==> config.mk <==
export PLATFORM = sky130hd
export DESIGN_NAME = seg7_scan_decoder_flat
export DESIGN_NICKNAME = d
export VERILOG_FILES = /design/src/rtl/seg7_scan_decoder_if.sv /design/src/rtl/seg7_scan_decoder.sv /design/src/flat_wrapper.sv
export SDC_FILE = /design/constraint.sdc
export NUM_CORES = 1
export LEC_CHECK = 0
export CAP_MARGIN = 20
export CORE_UTILIZATION = 55
export DETAILED_ROUTE_END_ITERATION = 8
export DONT_BUFFER_PORTS = 1
export PLACE_DENSITY_LB_ADDON = 0.1
export SLEW_MARGIN = 40
export SYNTH_ARGS = -nofsm -noshare
export SYNTH_HDL_FRONTEND = slang
export SYNTH_SLANG_ARGS = --single-unit
==> constraint.sdc <==
create_clock -name clk -period 17.2 [get_ports clk]
set_input_delay 3.44 -clock clk [delete_from_list [all_inputs] [get_ports clk]]
set_output_delay 3.44 -clock clk [all_outputs]
set_load 0.01 [all_outputs]
==> src/rtl/seg7_scan_decoder_if.sv <==
// Pin-level seven-segment scan bus as seen on the display pins (all lines active-low).
// The display driver owns the master side; the loop-back decoder listens on the slave side.
interface seg7_scan_decoder_if;
    logic [6:0] seg_in;
    logic [3:0] an_in;

    modport master (output seg_in, output an_in);
    modport slave  (input  seg_in, input  an_in);
endinterface

==> src/rtl/seg7_scan_decoder.sv <==
// Loop-back monitor for a multiplexed 4-digit seven-segment scan: syncs, debounces, decodes, reassembles frames.
// Optional SEG7_SCAN_ERRCNT_EN adds a saturating count of decode_err pulses on decode_err_count.
module seg7_scan_decoder #(
    parameter int STABLE_CYCLES  = 4,
    parameter int TIMEOUT_CYCLES = 262144
) (
    input  logic               clk,
    input  logic               reset_n,
    seg7_scan_decoder_if.slave bus,
    output logic [13:0]        value_out,
    output logic               value_valid,
    output logic               error_shown,
    output logic               decode_err,
    output logic               stale,
    output logic [7:0]         decode_err_count
);

    localparam int              TO_W     = $clog2(TIMEOUT_CYCLES + 1);
    localparam logic [7:0]      STAB_PRE = 8'(STABLE_CYCLES - 2);
    localparam logic [TO_W-1:0] TO_LAST  = TO_W'(TIMEOUT_CYCLES - 1);
    localparam logic [TO_W-1:0] TO_END   = TO_W'(TIMEOUT_CYCLES);
    localparam logic [TO_W-1:0] TO_ONE   = TO_W'(1);
    localparam logic [3:0]      C_E      = 4'hA;
    localparam logic [3:0]      C_R      = 4'hB;
    localparam logic [3:0]      C_BLANK  = 4'hF;

    // Bit 4 flags an illegal pattern; bits 3:0 hold the slot code.
    function automatic logic [4:0] seg_decode(input logic [6:0] s);
        logic [4:0] r;
        r = 5'h10;
        case (s)
            7'b1000000: r = 5'h00;
            7'b1111001: r = 5'h01;
            7'b0100100: r = 5'h02;
            7'b0110000: r = 5'h03;
            7'b0011001: r = 5'h04;
            7'b0010010: r = 5'h05;
            7'b0000010: r = 5'h06;
            7'b1111000: r = 5'h07;
            7'b0000000: r = 5'h08;
            7'b0010000: r = 5'h09;
            7'b0000110: r = {1'b0, C_E};
            7'b0101111: r = {1'b0, C_R};
            7'b1111111: r = {1'b0, C_BLANK};
            default:    r = 5'h10;
        endcase
        return r;
    endfunction

    function automatic logic all_numeric(input logic [3:0][3:0] s);
        return (s[3] <= 4'd9) && (s[2] <= 4'd9) && (s[1] <= 4'd9) && (s[0] <= 4'd9);
    endfunction

    function automatic logic [13:0] frame_value(input logic [3:0][3:0] s);
        int v;
        v = int'(s[3]) * 1000 + int'(s[2]) * 100 + int'(s[1]) * 10 + int'(s[0]);
        return 14'(v);
    endfunction

    logic [6:0]       seg_s1_q, seg_s1_d, seg_s2_q, seg_s2_d, seg_prev_q, seg_prev_d;
    logic [3:0]       an_s1_q, an_s1_d, an_s2_q, an_s2_d, an_prev_q, an_prev_d;
    logic [7:0]       stab_cnt_q, stab_cnt_d;
    logic [TO_W-1:0]  to_cnt_q, to_cnt_d;
    logic [3:0]       mask_q, mask_d;
    logic [3:0][3:0]  slot_q, slot_d;
    logic [13:0]      value_q, value_d;
    logic             value_valid_q, value_valid_d;
    logic             error_shown_q, error_shown_d;
    logic             decode_err_q, decode_err_d;
    logic             stale_q, stale_d;

    logic             changed, accept, onehot;
    logic [1:0]       k_idx;
    logic [4:0]       dec;
    logic [3:0][3:0]  slot_new;
    logic [3:0]       mask_new;

    always_comb begin
        seg_s1_d      = bus.seg_in;
        an_s1_d       = bus.an_in;
        seg_s2_d      = seg_s1_q;
        an_s2_d       = an_s1_q;
        seg_prev_d    = seg_s2_q;
        an_prev_d     = an_s2_q;
        stab_cnt_d    = stab_cnt_q;
        to_cnt_d      = to_cnt_q;
        mask_d        = mask_q;
        slot_d        = slot_q;
        value_d       = value_q;
        value_valid_d = 1'b0;
        error_shown_d = error_shown_q;
        decode_err_d  = 1'b0;
        stale_d       = stale_q;
        onehot        = 1'b1;
        k_idx         = 2'd0;
        dec           = seg_decode(seg_s2_q);
        slot_new      = slot_q;
        mask_new      = mask_q;

        // Stability filter on the synced copy; accept on the cycle the count reaches STABLE_CYCLES-1.
        changed = {seg_s2_q, an_s2_q} != {seg_prev_q, an_prev_q};
        accept  = !changed && (stab_cnt_q == STAB_PRE);
        if (changed)
            stab_cnt_d = 8'd0;
        else if (stab_cnt_q != 8'hFF)
            stab_cnt_d = stab_cnt_q + 8'd1;

        if (to_cnt_q != TO_END)
            to_cnt_d = to_cnt_q + TO_ONE;
        if (to_cnt_q == TO_LAST) begin
            stale_d = 1'b1;
            mask_d  = 4'b0000;
        end

        case (an_s2_q)
            4'b0111: k_idx = 2'd3;
            4'b1011: k_idx = 2'd2;
            4'b1101: k_idx = 2'd1;
            4'b1110: k_idx = 2'd0;
            default: onehot = 1'b0;
        endcase

        // A non-blank acceptance overrides a coincident timeout.
        if (accept && (an_s2_q != 4'b1111)) begin
            to_cnt_d = '0;
            stale_d  = stale_q;
            mask_d   = mask_q;
            if (!onehot || dec[4]) begin
                decode_err_d = 1'b1;
                mask_d       = 4'b0000;
            end else begin
                slot_new[k_idx] = dec[3:0];
                mask_new        = mask_q | (4'b0001 << k_idx);
                slot_d          = slot_new;
                mask_d          = mask_new;
                if (mask_new == 4'b1111) begin
                    mask_d = 4'b0000;
                    if (all_numeric(slot_new)) begin
                        value_d       = frame_value(slot_new);
                        value_valid_d = 1'b1;
                        error_shown_d = 1'b0;
                        stale_d       = 1'b0;
                    end else if (slot_new == {C_E, C_R, C_R, C_BLANK}) begin
                        error_shown_d = 1'b1;
                        stale_d       = 1'b0;
                    end else begin
                        decode_err_d = 1'b1;
                    end
                end
            end
        end
    end

    // Sync flops idle high so the released bus reads as a blank scan, not a bad anode pattern.
    always_ff @(posedge clk or negedge reset_n) begin
        if (!reset_n) begin
            seg_s1_q      <= 7'h7F;
            an_s1_q       <= 4'hF;
            seg_s2_q      <= 7'h7F;
            an_s2_q       <= 4'hF;
            seg_prev_q    <= 7'h7F;
            an_prev_q     <= 4'hF;
            stab_cnt_q    <= 8'd0;
            to_cnt_q      <= '0;
            mask_q        <= 4'b0000;
            slot_q        <= '0;
            value_q       <= 14'd0;
            value_valid_q <= 1'b0;
            error_shown_q <= 1'b0;
            decode_err_q  <= 1'b0;
            stale_q       <= 1'b1;
        end else begin
            seg_s1_q      <= seg_s1_d;
            an_s1_q       <= an_s1_d;
            seg_s2_q      <= seg_s2_d;
            an_s2_q       <= an_s2_d;
            seg_prev_q    <= seg_prev_d;
            an_prev_q     <= an_prev_d;
            stab_cnt_q    <= stab_cnt_d;
            to_cnt_q      <= to_cnt_d;
            mask_q        <= mask_d;
            slot_q        <= slot_d;
            value_q       <= value_d;
            value_valid_q <= value_valid_d;
            error_shown_q <= error_shown_d;
            decode_err_q  <= decode_err_d;
            stale_q       <= stale_d;
        end
    end

    assign value_out   = value_q;
    assign value_valid = value_valid_q;
    assign error_shown = error_shown_q;
    assign decode_err  = decode_err_q;
    assign stale       = stale_q;

`ifdef SEG7_SCAN_ERRCNT_EN
    logic [7:0] err_cnt_q, err_cnt_d;

    always_comb begin
        err_cnt_d = err_cnt_q;
        if (decode_err_d && (err_cnt_q != 8'hFF))
            err_cnt_d = err_cnt_q + 8'd1;
    end

    always_ff @(posedge clk or negedge reset_n) begin
        if (!reset_n)
            err_cnt_q <= 8'd0;
        else
            err_cnt_q <= err_cnt_d;
    end

    assign decode_err_count = err_cnt_q;
`else
    assign decode_err_count = 8'd0;
`endif

endmodule

==> src/flat_wrapper.sv <==
// flat-port wrapper written by rule: the top's interface ports become plain ports
module seg7_scan_decoder_flat 
#(
    parameter int STABLE_CYCLES  = 4,
    parameter int TIMEOUT_CYCLES = 262144
)
  (clk, reset_n, value_out, value_valid, error_shown, decode_err, stale, decode_err_count, bus_seg_in, bus_an_in);
  seg7_scan_decoder_if bus_i ();
  input  logic clk;
  input  logic reset_n;
  output logic [13:0] value_out;
  output logic value_valid;
  output logic error_shown;
  output logic decode_err;
  output logic stale;
  output logic [7:0] decode_err_count;
  input wire logic [$bits(bus_i.seg_in)-1:0] bus_seg_in;
  input wire logic [$bits(bus_i.an_in)-1:0] bus_an_in;
  assign bus_i.seg_in = bus_seg_in;
  assign bus_i.an_in = bus_an_in;
  seg7_scan_decoder #(.STABLE_CYCLES(STABLE_CYCLES), .TIMEOUT_CYCLES(TIMEOUT_CYCLES)) u_core (.clk(clk), .reset_n(reset_n), .bus(bus_i), .value_out(value_out), .value_valid(value_valid), .error_shown(error_shown), .decode_err(decode_err), .stale(stale), .decode_err_count(decode_err_count));
endmodule
==> flow_summary.ini, run 1 <==
[worst_setup_path]
slowest_delay_ns = 0.65
endpoint_kind = flop
worstPathCellList = and4b_1 > o21ai_0 > o21a_1 > nor2_1 > a21oi_1 > inv_1 > ha_1 > inv_1 > fa_1 > inv_1 > fa_1 > fa_1 > ha_1 > ha_1 > nand2_1 > o21ai_0 > or4_1 > a31o_2 > a21oi_1 > xnor2_1 > mux2_4
worst_setup_path_start_kind = flop
crit_path_top_delay_cell = dfstp_2
critPathKind = flop to flop
crit_fanout = 12
critPathRequiredTime_ns = 17.44
arrival_ns = 6.37

[global_routing]
grt_max_degree = 99
grt_pass1_wl_um = 20300
overflow = 0
antenna_found_initial = 0
grtUsageTotal_pct = 22.2
grt_pass1_vias = 4255

[timing]
setup_viol = 0
drv_slew = 0
max_freq_mhz = 163
fin_tns_setup_ns = 0
fin_ws_ns = 11.07
rsz0062_at_grt = false
worst_slew_pin_slew_ns = 0.823
max_slew_margin_pct = 44.8
period_share_pct = 35.6
fin_crit_ns = 6.13
fin_skew_ns = 0.00869
hold_violations = 0

[drt]
drt.antenna.violating_nets = 0
detail_route.iter0.violations = 236
via_per_inst = 5.57
num_vias = 4304
drt-total-wl_um = 11800
drc = 0
drt_pre_antenna_iters = 5
avgRoutedWirePerCell_um = 15.3

[die]
die_area_um2 = 12000
fp.dieW_um = 110
initial_utilization_pct = 57.5
fp-row-count = 38
core-area_um2 = 11100
die-height_um = 110
pin_count = 39

[min_path]
min_path_type = flop to flop

[placed_design]
placed_cell_area_um2 = 6400
gp_congestion = 0.885
pre_cts_ws_ns = 11.07
dp_hpwl_um = 8740
portBuffers = 0

[clocking]
cts.sinks = 98
cts_tree = done
htree_levels = 3
cts_setup_buffers = 0
cts_max_path_buffers = 2
cts_buffers = 9
clkTransAtPathRegs_ns = 0.07
root_buffer = clkbuf_16
ctsHoldBuffers = 0
insertion_delay_ns = 0.35
cts_resized = 0

[final_layout]
fin_area_um2 = 6700
drive_gt1_share_pct = 12.8
fill_cells = 917
num_antenna_cells = 0
area_growth_pct = 5.23
fin_util_pct = 60.5
final_net_count = 719

[synth]
ys_ff_latch = 98
ys_types = 69
syn_area_um2 = 6370
netlist_instances = 637
async_flop_share_pct = 100
synth_edf_count = 0
synth_warnings = 0
synth_flop_cell = dfrtp_1
synth_area_per_cell_um2 = 9.99
synth-seq-area-share_pct = 39.2

[status]
outcome = completed

[power]
peakVddDrop_mv = 0.0846
powerDensity_nw_per_um2 = 69.2
p_leak_nw = 3.28

[job]
maxCapViolCount = 0
==> cells in the mapped netlist (6+ instances only) <==
cell	instances	area [µm²]
a21o_1	6	45.0
a21oi_1	26	130
buf_2	10	50.1
buf_4	9	67.6
clkbuf_1	7	26.3
dfrtp_1	64	1600
dfstp_2	34	893
fa_1	17	340
ha_1	61	763
inv_1	53	199
mux2_2	9	101
mux2_4	7	105
nand2_1	45	169
nand3_1	18	90.1
nand4_1	10	62.6
nor2_1	67	251
nor2b_1	6	37.5
nor3_1	14	70.1
o21ai_0	28	140
xnor2_1	24	210
xor2_1	30	263
==> kinds of logic (layout without fill, tap and decap cells) <==
kind of cell,after synthesis,in the layout,synth area share (%)
AO/OA/AOI/OAI,95,95,9.55
adder cells (fa/ha/maj),78,78,17.3
buffers and inverters,83,72,5.97
multiplexers,17,17,3.40
other,1,8,0.0589
flip-flops,98,98,39.2
AND/OR/NAND/NOR,211,211,17.1
XOR/XNOR,54,54,7.43
==> through the flow <==
stage / hold slack (ns) / cells / total power [mW]
after floorplan: 0.345 / 644 / 0.265
after global placement: 0.346 / 757 / 0.268
after detailed placement: 0.347 / 757 / 0.268
after CTS: 0.357 / 773 / 0.471
after global routing: 0.358 / 773 / 0.482
final: 0.355 / 773 / 0.464
==> registers in the layout (all words and copies together), names as in the netlist <==
signal              flops
u_core.mask_q           4
u_core.seg_s1_q         7
u_core.seg_prev_d       7
u_core.an_prev_q        4
u_core.decode_err       1
u_core.seg_prev_q       7
u_core.value_valid      1
u_core.error_shown      1
u_core.slot_q          16
u_core.an_s1_q          4
u_core.stab_cnt_q       8
u_core.to_cnt_q        19
u_core.an_prev_d        4
u_core.stale            1
u_core.value_out       14
==> worst paths after layout <==
kind,from,to,slack (ns),cells past startpoint
worst max-delay path,u_core.seg_prev_d[1],u_core.value_out[12],11.07,21
min in group asynchronous,reset_n,u_core.slot_q[5],2.79,0
max in group asynchronous,reset_n,u_core.an_s1_q[2],14.19,0
worst min register to register,u_core.seg_s1_q[5],u_core.seg_prev_d[5],0.36,0
worst min-delay path,u_core.seg_s1_q[5],u_core.seg_prev_d[5],0.36,0
worst max register to register,u_core.seg_prev_d[1],u_core.value_out[12],11.07,21
==> metal layers <==
layer / global-route usage (%) / share of wire (%)
met1: 30.8 / 48
met2: 34.3 / 45
met3: 4.68 / 4.6
met4: 7.81 / 1.9
met5: 0 / 0
==> cell usage in the layout (no fill, tap or decap), types with 6 or more instances in the layout <==
cell type	n
mux2_2	9
a21oi_1	26
clkbuf_16	9
conb_1	8
nand3_1	18
fa_1	17
ha_1	61
o21ai_0	26
a21o_1	6
mux2_4	7
xnor2_1	24
nand2_1	45
inv_1	53
nor2b_1	6
nand4_1	10
dfrtp_1	64
dfstp_2	34
xor2_1	30
nor2_1	67
nor3_1	14
==> power breakdown <==
part	switching [mW]	leakage (nW)	internal, mW
clock	0.0862	0.144	0.113
combinational	0.0132	1.90	0.00856
sequential	0.00503	1.24	0.238
==> worst max-delay path: cells and delay by family (launching register included) <==
family | cells | cell delay (ns)
adder cells (fa/ha/maj) | 6 | 2.46
AO/OA/AOI/OAI | 6 | 1.41
AND/OR/NAND/NOR | 4 | 0.81
flip-flops | 1 | 0.65
buffers and inverters | 3 | 0.32
multiplexers | 1 | 0.26
XOR/XNOR | 1 | 0.08
==> cell type report <==
cell class	count	area (µm²)	area share (%)
flip-flops and latches	98	2490	37.2
well taps	140	175	2.61
multi-input cells	463	3520	52.5
repair buffers	2	15.0	0.224
clock buffers	10	229	3.42
clock inverters	6	65.1	0.971
inverters	54	203	3.03
(Power assumes the default switching activity.)
==> inputs of run 2 (changes only) <==
==> constraint.sdc (replaced) <==
create_clock -name clk -period 5.9 [get_ports clk]
set_input_delay 1.18 -clock clk [delete_from_list [all_inputs] [get_ports clk]]
set_output_delay 1.18 -clock clk [all_outputs]
set_load 0.01 [all_outputs]
==> run 2 against run 1 <==
Effect of this change: routed wire length rose by 3.1%; sequential cell count stayed put; cell count increased by 2.6%; clock power rose to 2.7 times the previous value; global-route usage rose by 0.59 points.
==> flow_summary.ini, run 2 (same netlist as run 1, synthesis figures left out) <==
[min_path]
min_path_type = flop to flop
min_to = u_core.an_prev_d[0]
whs_path_depth = 0
hp-start = u_core.an_s1_q[0]

[drt]
drt.antenna.violating_nets = 0
drc = 0
drt-total-wl_um = 12200
avgRoutedWirePerCell_um = 15.4
via_per_inst = 5.57
drt_pre_antenna_iters = 6
num_vias = 4418
detail_route.iter0.violations = 290

[timing]
worst_slew_pin_slew_ns = 0.736
fin_crit_ns = 5.67
drv_slew = 0
setup_viol = 0
fin_ws_ns = 0.231
max_freq_mhz = 176
period_share_pct = 96.1
max_slew_margin_pct = 50.6
fin_tns_setup_ns = 0
holdWs_ns = 0.356
hold_violations = 0
fin_skew_ns = 0.0107

[final_layout]
fin_util_pct = 61.8
layout_common_cells = 66 x nor2_1, 64 x dfrtp_1, 61 x ha_1, 51 x inv_1, 45 x nand2_1
final_net_count = 739
area_growth_pct = 7.49
largest_register_ffs = 19
fin_area_um2 = 6840
drive_gt1_share_pct = 16.5
final_common_cell = nor2_1
stdcell_count = 793
num_antenna_cells = 0
top_register = u_core.to_cnt_q
fill_cells = 929

[clocking]
cts_tree = done
clkTransAtPathRegs_ns = 0.07
cts_buffers = 9
htree_levels = 3
cts_max_path_buffers = 2
root_buffer = clkbuf_16
insertion_delay_ns = 0.35
cts.sinks = 98

[placed_design]
placed_cell_area_um2 = 6500
dp_cells = 769
portBuffers = 0
dp_hpwl_um = 8960
pre_cts_ws_ns = 0.135
gp_congestion = 0.860

[worst_setup_path]
reg2regPathDepth = 22
rrSetupSlack_ns = 0.23
endpoint_kind = flop
worst_setup_path_start_kind = flop
arrival_ns = 5.91
reg2reg_to = u_core.value_out[12]
cp-startpoint = u_core.seg_prev_d[1]
critPathRequiredTime_ns = 6.14
crit_fanout = 8
r2r-start = u_core.seg_prev_d[1]
critPathKind = flop to flop

[global_routing]
grt_max_degree = 99
antenna_found_initial = 0
grt_pass1_wl_um = 20900
grt_pass1_vias = 4309
overflow = 0
grtUsageTotal_pct = 22.8

[power]
clkPwrFrac_pct = 41.1
finalPower_mw = 1.32
powerDensity_nw_per_um2 = 193
seqPwrFrac_pct = 53.4
swShare_pct = 23.5
internal_power_mw = 1.01
peakVddDrop_mv = 0.222
p_switching_uw = 311
comb_power_share_pct = 5.5
p_leak_nw = 3.36

[die]
die-height_um = 110
die_area_um2 = 12000
initial_utilization_pct = 57.5
core-area_um2 = 11100
fp.dieW_um = 110
pin_count = 39
fp-row-count = 38

[status]
outcome = completed

[job]
maxCapViolCount = 0
[run 2: area by class of cell]
cell class | count | area (µm²) | area share (%)
clock buffer | 10 | 229 | 3.35
clock inverter | 6 | 40.0 | 0.585
inverter | 54 | 203 | 2.96
multi-input combinational | 463 | 3540 | 51.7
sequential | 98 | 2490 | 36.5
tap | 140 | 175 | 2.56
timing repair buffer | 22 | 165 | 2.41
[run 2: metal layers]
layer  up-vias  track usage (%)  wire length (µm)
met5         -                0                 0
met4         0             7.81               172
met3        11             4.27               548
met2       103             35.2              5600
met1      2135             32.1              5860
li1       2169                -                 -
[run 2: power groups by stage]
stage	Clock, mW	Sequential (mW)	Combinational [mW]
after global placement	0	0.718	0.0658
after global routing	0.583	0.708	0.0827
final	0.543	0.706	0.0726
after floorplan	0	0.709	0.0642
after detailed placement	0	0.719	0.0657
after CTS	0.560	0.707	0.0668
[run 2: how the worst max path moves through the flow]
stage                                 to  cells after the start
global placement    u_core.value_out[12]                     21
floorplan           u_core.value_out[12]                     19
detailed placement  u_core.value_out[12]                     18
finish              u_core.value_out[12]                     22
CTS                 u_core.value_out[12]                     18
global route        u_core.value_out[12]                     22
[run 2: repair_timing]
item / CTS / global route
gates resized for setup: 0 / 8
hold endpoints to repair: 0 / 0
setup buffers: 0 / 8
setup endpoints to repair: 0 / 2
hold buffers: 0 / 0
[run 2: critical path: stages, from the launching register on]
cell and delay (ns):
dfstp_2 0.62, buf_4 0.16, nor3_1 0.05, nor2b_1 0.14, nor3_2 0.28, nand3_1 0.13, o21ai_1 0.16, inv_2 0.09
ha_1 0.28, inv_1 0.05, fa_1 0.50, inv_1 0.07, fa_1 0.57, fa_1 0.43, ha_1 0.30, ha_1 0.35
nand2_1 0.08, o21ai_0 0.10, or4_1 0.44, a31o_2 0.25, a21oi_1 0.17, xnor2_1 0.08, mux2_4 0.26
==> inputs of run 3 (changes only) <==
--- a/config.mk
+++ b/config.mk
@@ -9,7 +9,7 @@
 export CORE_UTILIZATION = 55
 export DETAILED_ROUTE_END_ITERATION = 8
 export DONT_BUFFER_PORTS = 1
-export PLACE_DENSITY_LB_ADDON = 0.1
+export PLACE_DENSITY = 0.7
 export SLEW_MARGIN = 40
 export SYNTH_ARGS = -nofsm -noshare
 export SYNTH_HDL_FRONTEND = slang
==> run 3 against run 2 <==
Effect of this change: sequential power about the same; sequential cell count unchanged; global-route usage up 0.64 points; via count up 0.97%; clock power up 10%; routed wire length up 3.8%; non-clock buffer count up 8; largest cell class unchanged; highest routed layer unchanged.
==> flow_summary.ini, run 3 (same netlist as run 1, synthesis figures left out) <==
[timing]
holdWs_ns = 0.356
fin_crit_ns = 5.64
max_freq_mhz = 177
hold_violations = 0
drv_slew = 0
setup_viol = 0
fin_skew_ns = 0.00740
worst_slew_pin_slew_ns = 0.790
period_share_pct = 95.6
max_slew_margin_pct = 47.0

[final_layout]
num_antenna_cells = 0
final_net_count = 747
top_register = u_core.to_cnt_q
largest_register_ffs = 19
final_common_cell = nor2_1
drive_gt1_share_pct = 17.9
layout_common_cells = 67 x nor2_1, 64 x dfrtp_1, 61 x ha_1, 52 x inv_1, 45 x nand2_1
area_growth_pct = 9.10

[clocking]
htree_levels = 3
cts.sinks = 98
cts_buffers = 9
insertion_delay_ns = 0.36
cts_max_path_buffers = 2
cts_tree = done
clkTransAtPathRegs_ns = 0.07
ctsHoldBuffers = 0
root_buffer = clkbuf_16

[min_path]
hp-start = u_core.an_s1_q[1]
min_path_type = flop to flop
whs_path_depth = 0
min_to = u_core.an_prev_d[1]

[drt]
drc = 0
detail_route.iter0.violations = 219
avgRoutedWirePerCell_um = 15.8
drt.antenna.violating_nets = 0
via_per_inst = 5.57
drt-total-wl_um = 12700
num_vias = 4461
drt_pre_antenna_iters = 4

[worst_setup_path]
crit_path_top_delay_cell = dfstp_2
worstPathCellList = and4b_1 > o21ai_1 > o21a_1 > nor2_1 > a21oi_2 > inv_2 > ha_1 > inv_1 > fa_1 > inv_1 > fa_1 > fa_1 > ha_1 > ha_1 > nand2_1 > o21ai_0 > or4_1 > a31o_2 > a21oi_1 > xnor2_1 > mux2_4
arrival_ns = 5.88
critical_path_buf_inv_count = 3
worst_setup_path_start_kind = flop
r2r-start = u_core.seg_prev_d[1]
crit_fanout = 11
reg2reg_to = u_core.value_out[12]
reg2regPathDepth = 21
critPathKind = flop to flop
crit_family = adder cells
rrSetupSlack_ns = 0.26
endpoint_kind = flop
critPathRequiredTime_ns = 6.14
slowest_delay_ns = 0.64

[placed_design]
dp_hpwl_um = 9150
gp_congestion = 0.860
portBuffers = 0

[die]
core-area_um2 = 11100
fp.dieW_um = 110
die_area_um2 = 12000
fp-row-count = 38
die-height_um = 110
pin_count = 39
initial_utilization_pct = 57.5

[global_routing]
met2_usage_pct = 36.9
grt-busiest-layer = met2
antenna_found_initial = 0
grt_pass1_wl_um = 21300
grt_max_degree = 99
use_met3_pct = 6.52
grt_pass1_vias = 4418
met1_usage_pct = 31.8
grtUsageTotal_pct = 23.4
overflow = 0

[power]
powerDensity_nw_per_um2 = 199
p_leak_nw = 3.42
peakVddDrop_mv = 0.241
finalPower_mw = 1.38

[status]
outcome = completed

[job]
maxCapViolCount = 0
-- run 3: worst max path at each step --
stage                               startpoint              endpoint  cells past startpoint
final                     u_core.seg_prev_d[1]  u_core.value_out[12]                     21
after global routing      u_core.seg_prev_d[3]  u_core.value_out[12]                     22
after CTS                 u_core.seg_prev_d[1]  u_core.value_out[12]                     21
after detailed placement  u_core.seg_prev_d[1]  u_core.value_out[12]                     21
after global placement    u_core.seg_prev_d[1]  u_core.value_out[12]                     21
after floorplan           u_core.seg_prev_d[3]  u_core.value_out[12]                     19
-- run 3: where the power goes --
group          switching (mW)  internal [mW]  leakage, nW  total (mW)
clock                   0.258          0.342        0.142       0.600
sequential             0.0134          0.693         1.24       0.706
combinational          0.0439         0.0326         2.04      0.0765
total                   0.315           1.07         3.42        1.38
-- run 3: per-stage QoR --
| step | setup slack [ns] | instances | setup TNS (ns) | util, % | instance area (µm²) |
|---|---|---|---|---|---|
| finish | 0.260 | 801 | 0 | 62.7 | 6950 |
| global route | -0.00904 | 801 | -0.00904 | 62.7 | 6950 |
| CTS | 0.0903 | 787 | 0 | 61.5 | 6820 |
| detailed placement | 0.144 | 771 | 0 | 58.8 | 6510 |
| global placement | 0.292 | 771 | 0 | 58.8 | 6510 |
| floorplan | 0.139 | 644 | 0 | - | 6390 |
-- run 3: cell type report --
cell class	count	area, µm²
clock inverters	5	62.6
well taps	140	175
fillers	911	4130
flip-flops and latches	98	2490
inverters	54	203
multi-input cells	463	3550
repair buffers	30	220
clock buffers	11	243
-- run 3: layer usage --
layer	part of all wire [%]	wire, µm
met5	0	0
met4	1.2	146
met3	4.9	614
met2	48	6020
met1	46	5870
-- run 3: timing repair --
item	4_1_cts	5_1_grt
setup buffers	0	14
endpoints found under the setup margin	0	2
gates resized for setup	0	9
==> RTL change: new RTL, settings of run 2 <==
`TIMEOUT_CYCLES` is set to 262144 in 2 places; all go to 131072.
--- a/src/rtl/seg7_scan_decoder.sv
+++ b/src/rtl/seg7_scan_decoder.sv
@@ -2,7 +2,7 @@
 // Optional SEG7_SCAN_ERRCNT_EN adds a saturating count of decode_err pulses on decode_err_count.
 module seg7_scan_decoder #(
     parameter int STABLE_CYCLES  = 4,
-    parameter int TIMEOUT_CYCLES = 262144
+    parameter int TIMEOUT_CYCLES = 131072
 ) (
     input  logic               clk,
     input  logic               reset_n,
--- a/src/flat_wrapper.sv
+++ b/src/flat_wrapper.sv
@@ -2,7 +2,7 @@
 module seg7_scan_decoder_flat 
 #(
     parameter int STABLE_CYCLES  = 4,
-    parameter int TIMEOUT_CYCLES = 262144
+    parameter int TIMEOUT_CYCLES = 131072
 )
   (clk, reset_n, value_out, value_valid, error_shown, decode_err, stale, decode_err_count, bus_seg_in, bus_an_in);
   seg7_scan_decoder_if bus_i ();
Function: same outputs for any inputs over 10 cycles, from zero or initial values and one cycle with reset_n low; that may be too few to reach the edited logic, so the function may still have changed.
==> RTL change against run 2 <==
Global-route usage decreased by 1.5 points; sequential cell count is 1 lower; synthesized area decreased by 1.6%; clock skew shrank 1.1 ps; largest cell class unchanged; core utilization barely moved; critical endpoint unchanged; wire length is 7.6% lower; setup slack worse by 14 ps; final area decreased by 0.93%; total power grew 6.5%; first-iteration DRC count fell by 35%.
==> RTL change: results (changes against run 2) <==
status finished clean (unchanged); DP Cell Count 740 (was 769); Slew @ Worst Pin 676.6 ps (was 735.9 ps); initial drt markers 188 (was 290); M1 GR Usage 27.82% (was 32.10%); switch share 22.09% (was 23.55%); Signal buffers 14 (was 22); CLK BUF 12 (was 10); met3 Use GR 4.304% (was 4.268%); Hold Path End u_core.seg_prev_d[1] (was u_core.an_prev_d[0]); Mapped Cells 608 (was 637); clock group total power 638 uW (was 543 uW); vias in the first global route 4175 (was 4309); sequential area share after synthesis 39.43% (was 39.19%); Fin Clk Skew 9.530 ps (was 10.68 ps); largest net degree at the start of global routing 98 (was 99); hold slack final 356.3 ps (was 356.5 ps); Max IR drop VDD 0.0002030 V (was 0.0002223 V); ratio of cells with drive above 1 in the final layout 17.21% (was 16.54%); Seq area share 36.43% (was 36.46%); Area after DPL 6405 um2 (was 6497 um2); max reg flops 18 (was 19); Comb pwr share 4.7% (was 5.5%); seq_cells 97 (was 98); All-Layer GR Usage 21.21% (was 22.76%); Synth cell types 62 (was 69); area of the multi-input gates 3468 um2 (was 3536 um2); Setup WS pre-CTS 104.9 ps (was 135.4 ps); synth cell count leaders dfrtp_1 (63), ha_1 (60), inv_1 (60), nor2_1 (53), dfstp_2 (34) (was nor2_1 (67), dfrtp_1 (64), ha_1 (61), inv_1 (53), nand2_1 (45)); hold wc startpoint u_core.seg_s1_q[1] (was u_core.an_s1_q[0]); Final HPWL DP 8.361 mm (was 8.957 mm); NonClk Buf Share 1.550% (was 2.414%); DR vias 4221 (was 4418); crit-path max FO 12 (was 8); met2 wire len 5.215 mm (was 5.603 mm); Worst path slowest cell or4_4 (was dfstp_2); Multi-In Gates 428 (was 463)
-- RTL change: worst max-delay path by stage --
stage          depth (start not counted)                    to                  from  slack [ps]
6_report                              21  u_core.value_out[12]  u_core.seg_prev_d[0]         220
5_1_grt                               21  u_core.value_out[12]  u_core.seg_prev_d[0]        -100
4_1_cts                               21  u_core.value_out[12]  u_core.seg_prev_d[0]         100
3_5_place_dp                          21  u_core.value_out[12]  u_core.seg_prev_d[0]         100
3_3_place_gp                          21  u_core.value_out[12]  u_core.seg_prev_d[0]         170
2_1_floorplan                         23  u_core.value_out[12]  u_core.seg_prev_d[1]          20
-- RTL change: cells by family after synthesis --
group                    after synthesis  synth area share (%)
flip-flops                            97                 39.43
AO/OA/AOI/OAI                         97                 10.55
AND/OR/NAND/NOR                      163                 12.98
buffers and inverters                 90                 6.552
other                                  1               0.05987
adder cells (fa/ha/maj)               77                 17.42
multiplexers                          29                 5.453
XOR/XNOR                              54                 7.551
